### src/rtl/cic_interp_pkg.sv
// ============================================================================
// cic_interp_pkg : shared helpers for the CIC interpolator comb/integrator halves
// Revision 1.0
// ============================================================================
`default_nettype none

package cic_interp_pkg;

   // Register growth of an N-stage, unit-delay CIC interpolator: ceil(log2(R^N / R)).
   function automatic int cic_interp_growth(input int num_stages, input int rate);
      longint gain;
      gain = 1;
      for (int k = 1; k < num_stages; k++) begin
         gain = gain * longint'(rate);
      end
      return $clog2(gain);
   endfunction

endpackage

`default_nettype wire

### src/rtl/cic_interp_integ_stage.sv
// ============================================================================
// cic_interp_integ_stage : one I/Q integrator with enable and valid tracking
// Revision 1.0
// ============================================================================
`default_nettype none

module cic_interp_integ_stage
   import cic_interp_pkg::*;
#(
   parameter int WIDTH = 32
) (
   input  logic             i_clock,
   input  logic             i_reset,
   input  logic             i_en,
   input  logic             i_valid,
   input  logic [WIDTH-1:0] i_inph,
   input  logic [WIDTH-1:0] i_quad,
   output logic             o_valid,
   output logic [WIDTH-1:0] o_inph,
   output logic [WIDTH-1:0] o_quad
);

   logic             valid_d, valid_q;
   logic [WIDTH-1:0] inph_d, inph_q;
   logic [WIDTH-1:0] quad_d, quad_q;

   // Accumulators only move on a valid slot; bubbles leave them untouched.
   always_comb begin
      valid_d = valid_q;
      inph_d  = inph_q;
      quad_d  = quad_q;
      if (i_en) begin
         valid_d = i_valid;
         if (i_valid) begin
            inph_d = inph_q + i_inph;
            quad_d = quad_q + i_quad;
         end
      end
   end

   always_ff @(posedge i_clock) begin
      if (i_reset) begin
         valid_q <= 1'b0;
         inph_q  <= '0;
         quad_q  <= '0;
      end else begin
         valid_q <= valid_d;
         inph_q  <= inph_d;
         quad_q  <= quad_d;
      end
   end

   assign o_valid = valid_q;
   assign o_inph  = inph_q;
   assign o_quad  = quad_q;

endmodule

`default_nettype wire

### src/rtl/cic_interp_integ_upsample.sv
// ============================================================================
// cic_interp_integ_upsample : zero-stuffing upsampler plus pipelined integrators
// Revision 1.0
// ============================================================================
`default_nettype none

module cic_interp_integ_upsample
   import cic_interp_pkg::*;
#(
   parameter int IN_WIDTH   = 16,
   parameter int OUT_WIDTH  = 32,
   parameter int NUM_STAGES = 3,
   parameter int RATE       = 8
) (
   input  logic                 i_clock,
   input  logic                 i_reset,
   input  logic [IN_WIDTH-1:0]  i_inph_data,
   input  logic [IN_WIDTH-1:0]  i_quad_data,
   input  logic                 i_valid,
   output logic                 o_ready,
   output logic [OUT_WIDTH-1:0] o_inph_data,
   output logic [OUT_WIDTH-1:0] o_quad_data,
   output logic                 o_valid,
   input  logic                 i_ready
);

   localparam int PHASE_W = $clog2(RATE);
   localparam logic [PHASE_W-1:0] PHASE_LAST = PHASE_W'(RATE - 1);

   logic               en;
   logic               inject;
   logic [PHASE_W-1:0] phase_d, phase_q;

   logic                 valid_c [0:NUM_STAGES];
   logic [OUT_WIDTH-1:0] inph_c  [0:NUM_STAGES];
   logic [OUT_WIDTH-1:0] quad_c  [0:NUM_STAGES];

   // The whole pipeline advances together, so a stalled output freezes every stage.
   always_comb begin
      en      = !o_valid || i_ready;
      inject  = en && ((phase_q != '0) || i_valid);
      phase_d = phase_q;
      if (inject) begin
         phase_d = (phase_q == PHASE_LAST) ? '0 : phase_q + 1'b1;
      end
   end

   always_ff @(posedge i_clock) begin
      if (i_reset) begin
         phase_q <= '0;
      end else begin
         phase_q <= phase_d;
      end
   end

   assign o_ready    = en && (phase_q == '0);
   assign valid_c[0] = inject;
   assign inph_c[0]  = (phase_q == '0) ? OUT_WIDTH'($signed(i_inph_data)) : '0;
   assign quad_c[0]  = (phase_q == '0) ? OUT_WIDTH'($signed(i_quad_data)) : '0;

   generate
      for (genvar k = 1; k <= NUM_STAGES; k++) begin : g_stage
         cic_interp_integ_stage #(
            .WIDTH (OUT_WIDTH)
         ) u_stage (
            .i_clock (i_clock),
            .i_reset (i_reset),
            .i_en    (en),
            .i_valid (valid_c[k-1]),
            .i_inph  (inph_c[k-1]),
            .i_quad  (quad_c[k-1]),
            .o_valid (valid_c[k]),
            .o_inph  (inph_c[k]),
            .o_quad  (quad_c[k])
         );
      end
   endgenerate

   assign o_valid     = valid_c[NUM_STAGES];
   assign o_inph_data = inph_c[NUM_STAGES];
   assign o_quad_data = quad_c[NUM_STAGES];

endmodule

`default_nettype wire

### config.mk
export PLATFORM = sky130hd
export DESIGN_NAME = cic_interp_integ_upsample
export DESIGN_NICKNAME = d
export VERILOG_FILES = /design/src/rtl/cic_interp_pkg.sv /design/src/rtl/cic_interp_integ_stage.sv /design/src/rtl/cic_interp_integ_upsample.sv
export SDC_FILE = /design/constraint.sdc
export NUM_CORES = 1
export LEC_CHECK = 0
export BUFFER_PORTS_ARGS = -buffer_cell sky130_fd_sc_hd__buf_4
export CORE_MARGIN = 3
export CORE_UTILIZATION = 40
export CTS_CLUSTER_DIAMETER = 200
export DETAILED_ROUTE_END_ITERATION = 7
export GPL_TIMING_DRIVEN = 0
export SYNTH_ARGS = -nofsm -noshare
export SYNTH_HDL_FRONTEND = slang
export SYNTH_SLANG_ARGS = --single-unit
### constraint.sdc
create_clock -name i_clock -period 5.09 [get_ports i_clock]
set_input_delay 0.509 -clock i_clock [delete_from_list [all_inputs] [get_ports i_clock]]
set_output_delay 0.509 -clock i_clock [all_outputs]
set_load 0.01 [all_outputs]
* After elaboration in Yosys (flattened, before gate mapping)
Index checks and enable logic that the tools add are counted.
** Cells by class
- Add/sub/neg operators :: 7
- Reduce and logical (&&, ||, !) cells :: 10
- Mux-type cells :: 3
- Eq/ne operators :: 1
** Operators with widths (number)
- 32-bit adder :: 6
- 32-bit two-way mux :: 2
- 2-bit AND reduction :: 3
- 3-bit by 1-bit adder with 3-bit output, second input constant :: 1
- 3-bit equality test, second input constant :: 1
- 3-bit zero test :: 1
- 3-bit two-way mux :: 1
- 3-bit nonzero test :: 1
- 1-bit logical AND :: 2
- 1-bit logical OR :: 2
- 1-bit zero test :: 1
** Storage, ports and cells
- Word-level logic and storage cells :: 31
- Register bits after elaboration :: 198
- Output and inout bits :: 66

* Longest topological paths before layout
- Depth in word-level cells :: 4
- Gate-level depth with buffers :: 15
- Mapped depth without buffers :: 14

* Hierarchy
From an unflattened synthesis, not the netlist that was laid out.
** Unflattened totals
- Cell total of the unflattened synthesis :: 2215
- Area, all modules :: 16882.4 µm²
** By module, submodules not included
- cic_interp_integ_stage (g_stage[3].u_stage) :: cells an instance 736, area an instance 5564.1 µm², times used 1
- cic_interp_integ_stage (g_stage[2].u_stage) :: cells an instance 719, area an instance 5540.3 µm², times used 1
- cic_interp_integ_stage (g_stage[1].u_stage) :: cells an instance 703, area an instance 5362.6 µm², times used 1
- cic_interp_integ_upsample :: cells an instance 57, area an instance 415.4 µm², times used 1

* Worst setup path before layout
No wires, ideal clock.
- Path kind :: register -> register
- From :: register phase_q[0]
- To :: register g_stage[1].u_stage.quad_q[20]
- Path slack :: 1356 ps
- Arrival :: 3663 ps
- Cell stages (with the launch flop) :: 16
- Setup time :: 70 ps
- Period minus slack after synthesis :: 3734 ps
- Cells stage by stage :: dfxtp_1 inv_1 ha_1 nor2b_1 clkbuf_1 and2_1 ha_1 fa_1 a211o_1 a21oi_1 o21ai_1 a211oi_1 o21a_1 mux2_2 or3_1 a21oi_1
** On the way
- Longest elaborated chain between the ends :: 4
- Elaborated cells on any way between the ends :: 7
** Ends and longest elaborated chain
- start, declared :: RTL line cic_interp_integ_upsample.sv:32 : logic [PHASE_W-1:0] phase_d, phase_q;
- start signal, assigned :: RTL line cic_interp_integ_upsample.sv:52 : phase_q <= phase_d;
- branches (longest 4 deep; another with 32-bit adder)
- end signal, assigned :: RTL line cic_interp_integ_stage.sv:49 : quad_q <= quad_d;
- end, declared :: RTL line cic_interp_integ_stage.sv:25 : logic [WIDTH-1:0] quad_d, quad_q;
Parallel ways; which one is timed is not known.
A chain may end at the register's enable or synchronous reset.

* Worst setup path in the final report
Ends and elaborated chain as after synthesis.

==> run metrics <==
setup_tns=0 ns; first-pass GRT wire length=93.2 mm; FMAX=approximately 220 MHz; die area=44,500 sq um; Layout fillers=between 4,000 and 5,000; clock network power share=between 20% and 30%; Pre-antenna DRT Iters=5; CP max stage cell=nor2b_1; CP Capture Point=g_stage[1].u_stage.o_quad[20]; Hold Buf Count CTS=0; Synth Warn #=0; Worst Setup SP=phase_q[0]; worst skew pair latency=~0.47 ns; CP peak stage delay=between 0.6 and 0.7 ns; H-tree Lvls=4; EDFF count, synth=0; share of cells above drive strength 1=around 7.4%; clock tree buffer depth=2; crit path kind=flip-flop to flip-flop; Row Count=between 70 and 80; total wire length=60.8 mm; synth unique cells=slightly above 80; Leakage Power=between 7 and 8 nW; CTS tree=done; synthesized area=~17,000 sq um; Max-slew headroom=between 10% and 20%; Hold Violations, Final=0; Core Box Area=roughly 41,000 sq um; CP Cell Sequence=inv_1, ha_1, nor2b_1, clkbuf_1, and2_1, ha_1, a211o_1, a21oi_1, o21ai_1, a211oi_1, o21a_1, mux2_2, or3_1, a21oi_1; WP data arrival=between 4 and 5 ns; total number of vias=around 18,000; Post-CTS Setup Bufs=0; RD Place Congestion=roughly 0.94; synth-to-layout area growth=12.1%; PwrDens=about 390 nW/um^2; clock transition at the registers of the reported paths=roughly 0.080 ns; Crit path buffers/inverters=2; DRC Markers=0; largest net degree at the start of global routing=20; GRT Resource Usage Total=26.6%; Total Power=about 7.3 mW; #FFs+latches synth=198; status=finished, final reports clean; Max-Cap Viols=0; fin nets=2,587; Inserted Clock Buffers=17; clk sinks=~200; CP top delay family=compound AO/OA/AOI/OAI gates; Avg Cell Area, Syn=approximately 7.4 sq um; Final Setup Violations=0; gr ovfl total=0; final count of pins violating max slew=0; Synth area leaders=dfxtp_1 (24%), ha_1 (12%), a21oi_1 (7.6%), nand2_1 (7.0%), xnor2_1 (3.8%); Inserted Diodes=0; Pint=between 3 and 4 mW; Comb power frac=about half; syn nets=~2,500; dpl hpwl=between 40 and 50 mm; root buffer cell=clkbuf_16; area leader, netlist=dfxtp_1; Initial Util=between 40% and 50%; drt wl/cell=slightly above 20 microns; vias in the first global route=16,000; sequential area share after synthesis=about a quarter; Crit path depth=14; r2r startpoint=phase_q[0]; FF-to-FF path depth=14; Reg2Reg Setup Slack=0.52 ns; nature of the critical path endpoint=flip-flop; 1st-iter DRT viols=about 1,700; Die H=approximately 210 microns; r2r endpoint=g_stage[1].u_stage.o_quad[20]; Seq pwr share=31.3%; # IOs=approximately 100; post-cts resize count=0; initial antenna violation count=0; most common cell after layout, fill and taps aside=nand2_1; Tcrit/Tclk final=approximately nine tenths; Switching Fraction=between 40% and 50%; leading cell types in the layout, fill and taps excluded=nand2_1 (315), a21oi_1 (254), dfxtp_1 (198); Synth top area share=a little under a quarter; VDD IR-drop max=between 0.2 and 0.25 mV; unrepaired setup endpoints after global routing=false; Final min period=4.57 ns; Post-synth ARST share=0%; clk_skew=around 0.012 ns; worst-margin pin slew=approximately 1.2 ns; Cells after Synth=roughly 2,300; dominant synthesized flop cell=dfxtp_1; Die W=~210 microns; port bufs=around 100; critical-path maximum fanout=10; Worst Hold Class=primary input to flip-flop; Routed Antenna Nets=0; Sw Pwr=about 3.4 mW; Worst setup SP type=flip-flop; Req. time, crit path=around 5.5 ns; Vias/cell=6.02
-- per-layer routing --
metal	track usage, %	vias to the layer above	part of all wire, %
met5	0	-	0
met2	40.3	663	42
met4	7.48	0	2.3
met3	3.15	77	8.0
met1	39.6	8281	48
li1	-	8649	-
-- worst min-delay path, stage by stage --
cell     delay [ns]
buf_4          0.08
nor2b_1        0.10
nand2_1        0.09
a21oi_1        0.05
-- final cells by class --
| cell class | count | area [sq um] | share of cell area (%) |
|---|---|---|---|
| Clock inverter | 15 | 179 | 0.950 |
| Sequential cell | 198 | 3960 | 21.0 |
| Clock buffer | 17 | 425 | 2.26 |
| Buffer | 122 | 459 | 2.44 |
| Inverter | 39 | 146 | 0.777 |
| Multi-Input combinational cell | 1909 | 12200 | 65.0 |
| Tap cell | 532 | 666 | 3.53 |
| Timing Repair Buffer | 101 | 758 | 4.02 |
-- kinds of logic after synthesis --
group / Yosys count / share of synthesized area [%]
AO/OA/AOI/OAI: 714 / 27.4
XOR/XNOR: 104 / 5.42
multiplexers: 27 / 1.67
adder cells (fa/ha/maj): 163 / 12.4
flip-flops: 198 / 23.6
AND/OR/NAND/NOR: 901 / 26.0
buffers and inverters: 161 / 3.60
-- how the worst min path moves through the flow --
stage                     cells past startpoint                          from                            to  slack [ns]
after floorplan                               2  g_stage[2].u_stage.o_inph[4]  g_stage[2].u_stage.o_inph[4]        0.45
after global placement                        2  g_stage[3].u_stage.o_inph[0]  g_stage[3].u_stage.o_inph[0]        0.46
after detailed placement                      2  g_stage[3].u_stage.o_quad[0]  g_stage[3].u_stage.o_quad[0]        0.47
after CTS                                     4                       i_ready                    phase_q[2]        0.40
after global routing                          4                       i_ready                    phase_q[2]        0.42
final                                         4                       i_ready                    phase_q[2]        0.41
-- synthesized netlist by cell type (10+ instances only) --
master and instances:
o31ai_1 12, a211oi_1 46, clkbuf_1 105, nor3_1 72
a21oi_1 254, xnor2_1 72, nor3b_1 11, nand2b_1 13
mux2i_1 18, o21a_1 26, xor2_1 32, nor2_1 167
and3_1 31, nor4b_1 10, a31oi_1 36, a211o_1 10
o211ai_1 26, dfxtp_1 198, a21o_1 65, nand2_1 315
inv_1 39, nand3_1 80, nor2b_1 18, o21bai_1 24
ha_1 157, buf_1 16, or3_1 30, nor4_1 25
o21ai_0 109, nand4_1 35, or4_1 13, and2_1 41
nand3b_1 14
-- flip-flops by register name (all words and copies together) (netlist names) --
name and count:
g_stage.u_stage.o_valid 3, phase_q 3, g_stage.u_stage.o_inph 96, g_stage.u_stage.o_quad 96
-- stage by stage --
step | hold WS, ns | utilization (%) | setup WS (ns) | instance area (sq um) | std cells
after floorplan | 0.452 | - | 1.36 | 16800 | 2268
after global routing | 0.424 | 45.7 | 0.218 | 18800 | 2933
after detailed placement | 0.469 | 44.3 | 0.495 | 18200 | 2901
after global placement | 0.463 | 44.3 | 0.512 | 18200 | 2901
final | 0.406 | 45.7 | 0.520 | 18800 | 2933
after CTS | 0.396 | 45.7 | 0.462 | 18800 | 2933
-- power by group through the flow --
stage,Clock (mW),Sequential (mW),Combinational [mW]
after floorplan,0,2.08,2.65
final,1.48,2.28,3.54
after global routing,1.55,2.31,3.92
after detailed placement,0,2.29,3.46
after CTS,1.50,2.26,3.48
after global placement,0,2.28,3.42
No activity file was read; power rests on OpenSTA's default activity.
